<file path="src/rtl/validacion_dato.sv">
// PS/2 scan-code decoder: digit keys select a current level (0..7), H/N set/clear the smoke flag.
// Latency 1 cycle from data_in; no backpressure, every clock samples data_in.
module validacion_dato (
    input  logic       clk,
    input  logic       reset,
    input  logic [7:0] data_in,
    output logic [2:0] senal_corriente,
    output logic       senal_humo
);

    localparam logic [7:0] CODE_BREAK = 8'hF0;
    localparam logic [7:0] CODE_H     = 8'h33;
    localparam logic [7:0] CODE_N     = 8'h31;

    logic [7:0] prev_code;
    logic       brk;
    logic       brk_nxt;
    logic [2:0] corriente_nxt;
    logic       humo_nxt;
    logic       code_event;

    always_comb begin
        brk_nxt       = brk;
        corriente_nxt = senal_corriente;
        humo_nxt      = senal_humo;
        // An event needs a nonzero code that differs from last cycle, so held keys fire once.
        code_event    = (data_in != 8'h00) && (data_in != prev_code);

        if (code_event) begin
            if (data_in == CODE_BREAK) begin
                brk_nxt = 1'b1;
            end else if (brk) begin
                // Code following F0 is a key release: swallow it.
                brk_nxt = 1'b0;
            end else begin
                case (data_in)
                    8'h16:   corriente_nxt = 3'd0;
                    8'h1E:   corriente_nxt = 3'd1;
                    8'h26:   corriente_nxt = 3'd2;
                    8'h25:   corriente_nxt = 3'd3;
                    8'h2E:   corriente_nxt = 3'd4;
                    8'h36:   corriente_nxt = 3'd5;
                    8'h3D:   corriente_nxt = 3'd6;
                    8'h3E:   corriente_nxt = 3'd7;
                    CODE_H:  humo_nxt      = 1'b1;
                    CODE_N:  humo_nxt      = 1'b0;
                    default: ;
                endcase
            end
        end
    end

    always_ff @(posedge clk or posedge reset) begin
        if (reset) begin
            prev_code       <= 8'h00;
            brk             <= 1'b0;
            senal_corriente <= 3'b000;
            senal_humo      <= 1'b0;
        end else begin
            prev_code       <= data_in;
            brk             <= brk_nxt;
            senal_corriente <= corriente_nxt;
            senal_humo      <= humo_nxt;
        end
    end

endmodule

</file>
<file path="config.mk">
export PLATFORM = sky130hd
export DESIGN_NAME = validacion_dato
export DESIGN_NICKNAME = d
export VERILOG_FILES = /design/src/rtl/validacion_dato.sv
export SDC_FILE = /design/constraint.sdc
export NUM_CORES = 1
export LEC_CHECK = 0
export ABC_AREA = 1
export CAP_MARGIN = 20
export CORE_MARGIN = 2
export CORE_UTILIZATION = 51
export CTS_CLUSTER_SIZE = 14
export DETAILED_ROUTE_END_ITERATION = 10
export DONT_BUFFER_PORTS = 1
export GPL_TIMING_DRIVEN = 0
export PLACE_DENSITY = 0.66
export SYNTH_ARGS = -nofsm -noshare
export SYNTH_HDL_FRONTEND = slang
export SYNTH_SLANG_ARGS = --single-unit
</file>
<file path="constraint.sdc">
create_clock -name clk -period 2.9 [get_ports clk]
set_input_delay 0.435 -clock clk [delete_from_list [all_inputs] [get_ports clk]]
set_output_delay 0.435 -clock clk [all_outputs]
set_load 0.01 [all_outputs]
</file>
# Word level (Yosys, flattened, before mapping)
# Cells that the tools add are included.
# op_classes
n_eq_ne,12
muxes,3
n_bitwise,2
n_reduce_logical,6
# ops
cell,n
"== test 8 x 6 -> 1 bit, second input constant",8
case mux 3 bit (8 select lines),1
"== test 8 x 5 -> 1 bit, second input constant",2
nonzero test 8 bit,2
"== test 8 bit, second input constant",1
!= test 8 bit,1
AND reduction 4 bit,2
inverter 1 bit,2
case mux 1 bit (2 select lines),1
nonzero test 2 bit,1
logical AND 1 bit,1
2-to-1 mux 1 bit,1
# word_totals
register_bits,13
in_bits,10
out_inout_bits,4
wordCells,27

# Logic depth before layout (Yosys ltp)
# Gate-level depths: netlist of run 1.
# logic_depth
ltp_word,3
depth_mapped,11
ltp_nobuf,11

# Worst setup path before layout of run 1
# OpenSTA, ideal clock, no wires.
# synth_path
kind,in2reg
from,in data_in[0]
to,reg senal_corriente[0]
setup_ps,121
arrival_ps,1096
required_ps,2779
slack_ps,1683
stages,8
path_buffers,0
cell_sequence,inv_2 -> nand2_1 -> nor2_1 -> nand2_2 -> nand3_2 -> nor2_2 -> o21bai_1 -> nand2_1
# synth_between
elab_chain_len,3
elab_cells_between_ends,16
cone_classes,eq/ne: 10; mux: 1; bitwise: 1; reduce/logical: 4
# synth_rtl
element,line,rtl
"start, declared",6,"input logic [7:0] data_in,"
== test 8 x 6 -> 1 bit (tied with other cells),36,case (data_in)
nonzero test 8 bit (no source line) (tied with other cells),-,
AND reduction 4 bit (no source line),-,
"end signal, assigned",62,senal_corriente <= corriente_nxt;
"end, declared",7,"output logic [2:0] senal_corriente,"
# Several ways; a longest one is shown, not always the timed one.
# A chain may end at the register's enable or synchronous reset.

# Worst setup path in the final report of run 1
# layout_path
from,reg prev_code[2]
to,reg senal_corriente[1]
# layout_between
elab_chain_len,3
# layout_rtl
element,line,rtl
"start, declared",15,logic [7:0] prev_code;
"start signal, assigned",60,prev_code <= data_in;
!= test 8 bit,27,code_event = (data_in != 8'h00) && (data_in != prev_code);
logical AND 1 bit,27,
AND reduction 4 bit (no source line),-,
# No other way between the ends.

==> results of run 1 <==
[cell type report]
type                            instances  area, µm²
Clock buffer                            4       26.3
Inverter                               30        113
Fill cell                             172        726
Sequential cell                        13        325
Multi-Input combinational cell        105        524
Tap cell                               25       31.3
[per-layer routing]
layer / global-route usage [%] / share of wire (%) / vias to the layer above
met2: 33.2 / 45 / 23
li1: - / - / 450
met1: 25.5 / 47 / 370
met5: 0 / 0 / -
met3: 3.40 / 5.3 / 6
met4: 10.0 / 2.4 / 0
[registers in the layout, indices dropped and copies added (netlist names)]
name / cells
senal_corriente: 3
senal_humo: 1
prev_code: 8
brk: 1
[cells in the final DEF, fill, tap and decap left out, drive strengths merged]
cell type | netlist | layout
and3 | 1 | 1
clkbuf | 0 | 4
dfrtp | 13 | 13
inv | 30 | 30
nand2 | 60 | 60
nand3 | 12 | 12
nand4 | 3 | 3
nor2 | 23 | 23
o21ai | 1 | 1
o21bai | 3 | 3
xnor2 | 2 | 2
[worst max-delay path, stage by stage, from the launching register on]
cell and delay (ns):
dfrtp_1 0.38, inv_1 0.05, nand2_1 0.04, nand2_1 0.07, inv_1 0.04, nand2_1 0.08, nor2_1 0.05, nand2_1 0.10
nand3_2 0.12, o21bai_1 0.17, nand2_1 0.06
[synthesized netlist by cell type]
| library cell | n | share of area [%] |
|---|---|---|
| nand2_2 | 6 | 3.9 |
| nor2_2 | 8 | 5.2 |
| nor2_4 | 2 | 2.3 |
| dfrtp_1 | 13 | 34 |
| xnor2_1 | 2 | 1.8 |
| nand2_4 | 1 | 1.2 |
| nand3_1 | 7 | 3.6 |
| inv_1 | 22 | 8.6 |
| nand4_1 | 3 | 2.0 |
| nor2_1 | 13 | 5.1 |
| o21ai_1 | 1 | 0.52 |
| o21bai_1 | 3 | 2.3 |
| inv_2 | 8 | 3.1 |
| nand2_1 | 53 | 21 |
| and3_1 | 1 | 0.65 |
| nand3_2 | 5 | 5.2 |
[per-stage QoR]
step | util, % | power (mW) | worst slack, ns | cell area [µm²]
CTS | 58.4 | 0.414 | 1.64 | 1020
floorplan | - | 0.286 | 1.68 | 962
global placement | 56.9 | 0.297 | 1.57 | 993
finish | 58.4 | 0.411 | 1.63 | 1020
detailed placement | 56.9 | 0.300 | 1.53 | 993
global route | 58.4 | 0.439 | 1.54 | 1020
[worst max path at each step]
stage,to,slack (ns)
after CTS,senal_corriente[1],1.64
after global placement,senal_corriente[1],1.57
final,senal_corriente[1],1.63
after detailed placement,senal_corriente[1],1.53
after floorplan,senal_corriente[0],1.68
after global routing,senal_corriente[1],1.54
[power by group through the flow]
stage	logic, mW	registers (mW)	clock network (mW)
global route	0.0850	0.226	0.129
CTS	0.0729	0.224	0.118
finish	0.0724	0.223	0.116
floorplan	0.0618	0.224	0
detailed placement	0.0723	0.227	0
global placement	0.0707	0.226	0
[kinds of logic after synthesis]
family,Yosys count,synth area share (%)
and+or+nand+nor,99,49.8
AOI/OAI and AO/OA,4,2.86
xor gates and xnor gates,2,1.82
DFF,13,33.8
buffers and inverters,30,11.7
==> flow_metrics.env, run 1 <==
export IMPL_postRouteAntennaNets=0
export IMPL_max_cap_viol_count=0
export IMPL_wirelength_um=1900
export IMPL_cts_hold_buffers=0
export IMPL_worstPathRequired_ns=3.06
export IMPL_dr_total_vias=849
export IMPL_cts_tree="built"
export IMPL_rsz0062_at_grt="no"
export IMPL_grt_pass1_wl_um=3150
export IMPL_min_period_over_period_pct=43.9
export IMPL_setup_viol=0
export IMPL_min_path_type="in -> async"
export IMPL_cts_made_buffers=3
export IMPL_die_x_um=47.4
export IMPL_die_h_um=47.4
export IMPL_power_switching_share_pct=30.7
export IMPL_first_iter_violations=23
export IMPL_routabilityCongestion=0.829
export IMPL_crit_type="reg -> reg"
export IMPL_ys_seq_area_share_pct=33.8
export IMPL_p_comb_share_pct=17.6
export IMPL_path_clk_slew_ns=0.09
export IMPL_tns_ns=0
export IMPL_grt_start_max_net_pins=14
export IMPL_rr_endpoint="senal_corriente[1]"
export IMPL_dp_cells=173
export IMPL_p_int_mw=0.285
export IMPL_grtUsageTotal_pct=20.2
export IMPL_ir_worst_vdd_v=0.000210
export IMPL_drive_gt1_share_pct=21.7
export IMPL_synth_area_per_cell_um2=6.50
export IMPL_syn_to_final_growth_pct=5.98
export IMPL_hold_violations=0
export IMPL_slew_limit_headroom_pct=65.4
export IMPL_timing_fmax_mhz=785
export IMPL_clock_power_share_pct=28.2
export IMPL_first_pass_iters=4
export IMPL_power_switching_mw=0.126
export IMPL_grt_pass1_vias=802
export IMPL_crit_arrival_ns=1.44
export IMPL_vias_per_cell=4.80
export IMPL_core_area_um2=1750
export IMPL_reg2regPathDepth=10
export IMPL_cts_sinks=13
export IMPL_drcViolationCount=0
export IMPL_crit_start="prev_code[2]"
export IMPL_fin_nets=163
export IMPL_power_share_sequential_pct=54.2
export IMPL_worst_slew_pin_slew_ns=0.518
export IMPL_ios=14
export IMPL_fp_row_count=15
export IMPL_clockBufferDepth=2
export IMPL_crit_path_end_kind="flop"
export IMPL_drt_wirelength_per_cell_um=10.7
export IMPL_power_density_nw_per_um2=403
export IMPL_ctsResizeCount=0
export IMPL_ys_warn_count=0
export IMPL_ys_ff_latch=13
export IMPL_synth_distinct_cells=16
export IMPL_r2r_slack_ns=1.63
export IMPL_reg2reg_from="prev_code[2]"
export IMPL_status="completed"
export IMPL_layout_min_cycle_time_ns=1.27
export IMPL_clkLatencyLatePin_ns=0.28
export IMPL_syn_nets=158
export IMPL_htreeDepth=1
export IMPL_antenna_found_initial=0
export IMPL_crit_path_start_kind="flop"
export IMPL_layout_cells_non_filler=177
export IMPL_grt_overflow_total=0
export IMPL_skew_ns=0.0111
export IMPL_syn_cell_area_um2=962
export IMPL_dieArea_um2=2250
export IMPL_io_buffers=0
export IMPL_dpl_hpwl_um=1550
export IMPL_post_cts_setup_buffers=0
export IMPL_slew_viol_final=0
export IMPL_p_leak_nw=0.600
export IMPL_start_util_pct=55.1
export IMPL_synthCells=148
export IMPL_hold_slack_ns=0.0632
export IMPL_antennaDiodeCount=0
export IMPL_clk_root_buffer_cell="clkbuf_4"
export IMPL_crit_fanout=4
(Power assumes the default switching activity.)
==> run 2: changes to the inputs <==
--- a/config.mk
+++ b/config.mk
@@ -13,7 +13,7 @@
 export DETAILED_ROUTE_END_ITERATION = 10
 export DONT_BUFFER_PORTS = 1
 export GPL_TIMING_DRIVEN = 0
-export PLACE_DENSITY = 0.66
+export PLACE_DENSITY = 0.69
 export SYNTH_ARGS = -nofsm -noshare
 export SYNTH_HDL_FRONTEND = slang
 export SYNTH_SLANG_ARGS = --single-unit
==> constraint.sdc (replaced) <==
create_clock -name clk -period 1.1 [get_ports clk]
set_input_delay 0.165 -clock clk [delete_from_list [all_inputs] [get_ports clk]]
set_output_delay 0.165 -clock clk [all_outputs]
set_load 0.01 [all_outputs]
==> flow_metrics.env, run 2 (synthesis results as in run 1) <==
export IMPL_fp_row_count=15
export IMPL_p_leak_nw=0.644
export IMPL_slowest_stage="dfrtp_1"
export IMPL_regMostFlops="prev_code"
export IMPL_cts_tree="built"
export IMPL_hold_violations=0
export IMPL_layout_commonest_cell="nand2_1"
export IMPL_dieArea_um2=2250
export IMPL_setup_viol=5
export IMPL_crit_path_end_kind="flop"
export IMPL_skew_ns=0.00569
export IMPL_critPathBufInv=2
export IMPL_slew_limit_headroom_pct=64.7
export IMPL_r2r_slack_ns=-0.14
export IMPL_power_total_mw=1.12
export IMPL_status="complete, but fails checks"
export IMPL_first_pass_iters=4
export IMPL_max_cap_viol_count=0
export IMPL_drive_gt1_share_pct=24.1
export IMPL_antennaDiodeCount=0
export IMPL_rsz0062_at_grt="yes"
export IMPL_crit_path_start_kind="flop"
export IMPL_crit_arrival_ns=1.43
export IMPL_io_buffers=0
export IMPL_syn_to_final_growth_pct=17.9
export IMPL_top_regs="prev_code: 8 flops, senal_corriente: 3 flops"
export IMPL_clkLatencyLatePin_ns=0.29
export IMPL_slew_viol_final=0
export IMPL_min_from="data_in[1]"
export IMPL_reg2regPathDepth=10
export IMPL_clockBufferDepth=2
export IMPL_layout_cells_non_filler=187
export IMPL_ir_worst_vdd_v=0.000777
export IMPL_postRouteAntennaNets=0
export IMPL_cts_sinks=13
export IMPL_timing_critical_path_max_delay_family="simple AND/OR/NAND/NOR gates"
export IMPL_crit_fanout=4
export IMPL_dr_total_vias=905
export IMPL_drcViolationCount=0
export IMPL_die_h_um=47.4
export IMPL_violations="setup timing"
export IMPL_grt_start_max_net_pins=14
export IMPL_path_clk_slew_ns=0.08
export IMPL_reg2reg_from="prev_code[2]"
export IMPL_crit_type="reg -> reg"
export IMPL_antenna_found_initial=0
export IMPL_rr_endpoint="senal_corriente[2]"
export IMPL_routabilityCongestion=0.839
export IMPL_worst_slack_ns=-0.139
export IMPL_crit_path_max_incr_delay_ns=0.38
export IMPL_vias_per_cell=4.84
export IMPL_min_path_type="in -> reg"
export IMPL_ios=14
export IMPL_htreeDepth=1
export IMPL_dpl_hpwl_um=1530
export IMPL_grtUsageTotal_pct=21.9
export IMPL_layout_min_cycle_time_ns=1.24
export IMPL_grt_overflow_total=0
export IMPL_largest_register_ffs=8
export IMPL_whs_path_depth=4
export IMPL_grt_pass1_wl_um=3320
export IMPL_tns_ns=-0.605
export IMPL_die_x_um=47.4
export IMPL_crit_chain="inv_1 -> nand2_1 -> nand2_1 -> inv_1 -> nand2_1 -> nor2_1 -> nand2_1 -> nand3_2 -> o21bai_1 -> nand2_1"
export IMPL_dp_cells=173
export IMPL_fin_nets=173
export IMPL_wirelength_um=2050
export IMPL_start_util_pct=55.1
export IMPL_min_period_over_period_pct=113
export IMPL_cp_common_cell="nand2_1"
export IMPL_layout_common_cells="51 x nand2_1, 21 x inv_1, 13 x dfrtp_1"
export IMPL_worstPathRequired_ns=1.29
export IMPL_power_density_nw_per_um2=988
export IMPL_drt_wirelength_per_cell_um=11.0
export IMPL_hold_slack_ns=0.135
export IMPL_core_area_um2=1750
export IMPL_cts_made_buffers=3
export IMPL_worst_slew_pin_slew_ns=0.529
export IMPL_grt_pass1_vias=855
export IMPL_hold_end="senal_humo"
export IMPL_first_iter_violations=7
export IMPL_clk_root_buffer_cell="clkbuf_4"
export IMPL_timing_fmax_mhz=807
-- run 2: power breakdown --
part	total, mW	internal [mW]	switching (mW)
clock	0.311	0.141	0.170
sequential	0.588	0.534	0.0544
combinational	0.222	0.0988	0.123
-- run 2: what timing repair did --
item	CTS	global route
pin swaps	0	4
endpoints found under the hold margin	21	0
setup buffers	0	1
endpoints found under the setup margin	5	5
hold buffers	9	0
resized for setup	2	4
-- run 2: per-stage QoR --
step	area [µm²]	worst slack (ns)	utilization, %
CTS	1110	-0.115	63.9
global route	1130	-0.243	65.0
floorplan	962	0.0363	-
detailed placement	993	-0.103	56.9
global placement	993	-0.0885	56.9
finish	1130	-0.139	65.0
-- run 2: area by class of cell --
class	instances	area, µm²
Multi-Input combinational cell	105	542
Inverter	30	113
Sequential cell	13	325
Timing Repair Buffer	10	97.6
Fill cell	171	611
Tap cell	25	31.3
Clock buffer	4	26.3
-- run 2: worst max-delay path by stage --
stage / startpoint / to / cells past startpoint
after floorplan: prev_code[2] / senal_corriente[0] / 10
after global placement: prev_code[2] / senal_corriente[1] / 10
after detailed placement: prev_code[2] / senal_corriente[1] / 10
after CTS: prev_code[2] / senal_corriente[1] / 10
after global routing: prev_code[2] / senal_corriente[0] / 10
final: prev_code[2] / senal_corriente[2] / 10
-- run 2: tightest hold or removal path: stages --
cell     delay (ns)
nor2_1         0.02
nand3_1        0.08
nand3_2        0.07
nand2_1        0.06
-- run 2: layer usage --
layer	share of wire, %	track usage [%]
met1	47	25.7
met5	0	0
met3	4.3	5.28
met4	1.8	11.1
met2	47	37.0
==> run 3: changes to the inputs <==
--- a/config.mk
+++ b/config.mk
@@ -13,7 +13,7 @@
 export DETAILED_ROUTE_END_ITERATION = 10
 export DONT_BUFFER_PORTS = 1
 export GPL_TIMING_DRIVEN = 0
-export PLACE_DENSITY = 0.69
+export PLACE_DENSITY = 0.67
 export SYNTH_ARGS = -nofsm -noshare
 export SYNTH_HDL_FRONTEND = slang
 export SYNTH_SLANG_ARGS = --single-unit
==> flow_metrics.env, run 3 (synthesis results as in run 1) <==
export IMPL_grt_start_max_net_pins=14
export IMPL_core_area_um2=1750
export IMPL_cts_tree="built"
export IMPL_rsz0062_at_grt="yes"
export IMPL_drcViolationCount=0
export IMPL_worstPathRequired_ns=1.26
export IMPL_power_share_sequential_pct=52.5
export IMPL_clkLatencyLatePin_ns=0.28
export IMPL_utilization_pct=65.9
export IMPL_min_period_over_period_pct=112
export IMPL_die_h_um=47.4
export IMPL_largest_register_ffs=8
export IMPL_crit_arrival_ns=1.40
export IMPL_p_comb_share_pct=20.6
export IMPL_pre_cts_slack_ns=-0.0918
export IMPL_status="complete, but fails checks"
export IMPL_cts_made_buffers=3
export IMPL_power_density_nw_per_um2=974
export IMPL_slew_limit_headroom_pct=67.7
export IMPL_reg2reg_from="prev_code[2]"
export IMPL_dpl_hpwl_um=1450
export IMPL_grt_overflow_total=0
export IMPL_dieArea_um2=2250
export IMPL_htreeDepth=1
export IMPL_tns_ns=-0.583
export IMPL_first_iter_violations=21
export IMPL_cts_sinks=13
export IMPL_first_pass_iters=4
export IMPL_grt_pass1_vias=809
export IMPL_drt_wirelength_per_cell_um=9.89
export IMPL_clockBufferDepth=2
export IMPL_hold_slack_ns=0.158
export IMPL_fin_nets=173
export IMPL_top_regs="prev_code: 8 flops, senal_corriente: 3 flops"
export IMPL_clock_power_share_pct=26.9
export IMPL_timing_fmax_mhz=812
export IMPL_reg2regPathDepth=9
export IMPL_slew_viol_final=0
export IMPL_whs_path_depth=4
export IMPL_crit_path_end_kind="flop"
export IMPL_setup_viol=5
export IMPL_layout_min_cycle_time_ns=1.23
export IMPL_skew_ns=0.00837
export IMPL_r2r_slack_ns=-0.13
export IMPL_dr_total_vias=888
export IMPL_layout_commonest_cell="nand2_1"
export IMPL_p_leak_nw=0.647
export IMPL_routabilityCongestion=0.847
export IMPL_violations="setup timing"
export IMPL_min_from="data_in[1]"
export IMPL_die_x_um=47.4
export IMPL_power_switching_share_pct=30.5
export IMPL_min_path_type="in -> reg"
export IMPL_grtUsageTotal_pct=20.6
export IMPL_wirelength_um=1850
export IMPL_clk_root_buffer_cell="clkbuf_4"
export IMPL_max_cap_viol_count=0
export IMPL_power_switching_mw=0.341
export IMPL_syn_to_final_growth_pct=19.5
export IMPL_ir_worst_vdd_v=0.000870
export IMPL_vias_per_cell=4.75
export IMPL_antennaDiodeCount=0
export IMPL_hold_violations=0
export IMPL_hold_end="senal_humo"
export IMPL_fp_row_count=15
export IMPL_antenna_found_initial=0
export IMPL_io_buffers=0
export IMPL_p_int_mw=0.779
export IMPL_start_util_pct=55.1
export IMPL_ios=14
export IMPL_drive_gt1_share_pct=24.7
export IMPL_grt_pass1_wl_um=3170
export IMPL_worst_slack_ns=-0.132
export IMPL_rr_endpoint="brk"
export IMPL_crit_path_start_kind="flop"
export IMPL_path_clk_slew_ns=0.08
export IMPL_crit_type="reg -> reg"
export IMPL_power_total_mw=1.12
export IMPL_regMostFlops="prev_code"
export IMPL_crit_fanout=4
export IMPL_layout_common_cells="51 x nand2_1, 22 x inv_1, 13 x dfrtp_1"
export IMPL_worst_slew_pin_slew_ns=0.485
export IMPL_postRouteAntennaNets=0
-- run 3: cell types whose count changed in the layout (fill, tap and decap cells not counted) --
cell and change:
nor2_1 -2, nor2_4 +2, inv_1 +1, inv_2 -1
-- run 3: how the worst max path moves through the flow --
stage / startpoint / to / slack [ns]
floorplan: prev_code[2] / senal_corriente[0] / 0.04
finish: prev_code[2] / brk / -0.13
global placement: prev_code[2] / senal_corriente[2] / -0.08
detailed placement: prev_code[2] / senal_corriente[0] / -0.09
global route: prev_code[2] / senal_corriente[1] / -0.28
CTS: prev_code[2] / senal_corriente[0] / -0.11
-- run 3: area by class of cell --
| class | count | area (µm²) |
|---|---|---|
| clock buffers | 4 | 26.3 |
| well taps | 25 | 31.3 |
| repair buffers | 10 | 97.6 |
| fillers | 164 | 596 |
| flip-flops and latches | 13 | 325 |
| multi-input cells | 105 | 557 |
| inverters | 30 | 113 |
-- run 3: worst max-delay path, cell delays in order (launching register included) --
cell     delay [ns]
dfrtp_1        0.39
nand2_1        0.07
nand2_1        0.06
buf_4          0.14
nor2_4         0.07
nand2_2        0.06
nor2_4         0.12
nor2_4         0.06
nand2_1        0.06
o21ai_1        0.07
-- run 3: power by group through the flow --
stage	sequential [mW]	combinational, mW	clock, mW
2_1_floorplan	0.591	0.163	0
3_3_place_gp	0.597	0.186	0
3_5_place_dp	0.598	0.190	0
4_1_cts	0.589	0.219	0.309
5_1_grt	0.600	0.264	0.328
6_report	0.588	0.231	0.301
-- run 3: per-stage QoR --
step                      std cells  cell area [µm²]
after global routing            187             1150
after global placement          173              993
after detailed placement        173              993
after floorplan                 148              962
final                           187             1150
after CTS                       186             1110
-- run 3: repair_timing --
item,in CTS,in global routing
pin swaps,1,5
buffers inserted,0,1
hold buffers,9,0
hold endpoints to repair,21,0
resized for setup,2,7
endpoints found under the setup margin,5,5
-- run 3: metal layers --
metal / up-vias / routed length (µm) / track usage (%) / part of all wire, %
li1: 476 / - / - / -
met1: 389 / 886 / 26.8 / 48
met2: 20 / 871 / 32.7 / 47
met3: 3 / 65 / 3.02 / 3.5
met4: 0 / 25 / 11.7 / 1.4
met5: - / 0 / 0 / 0
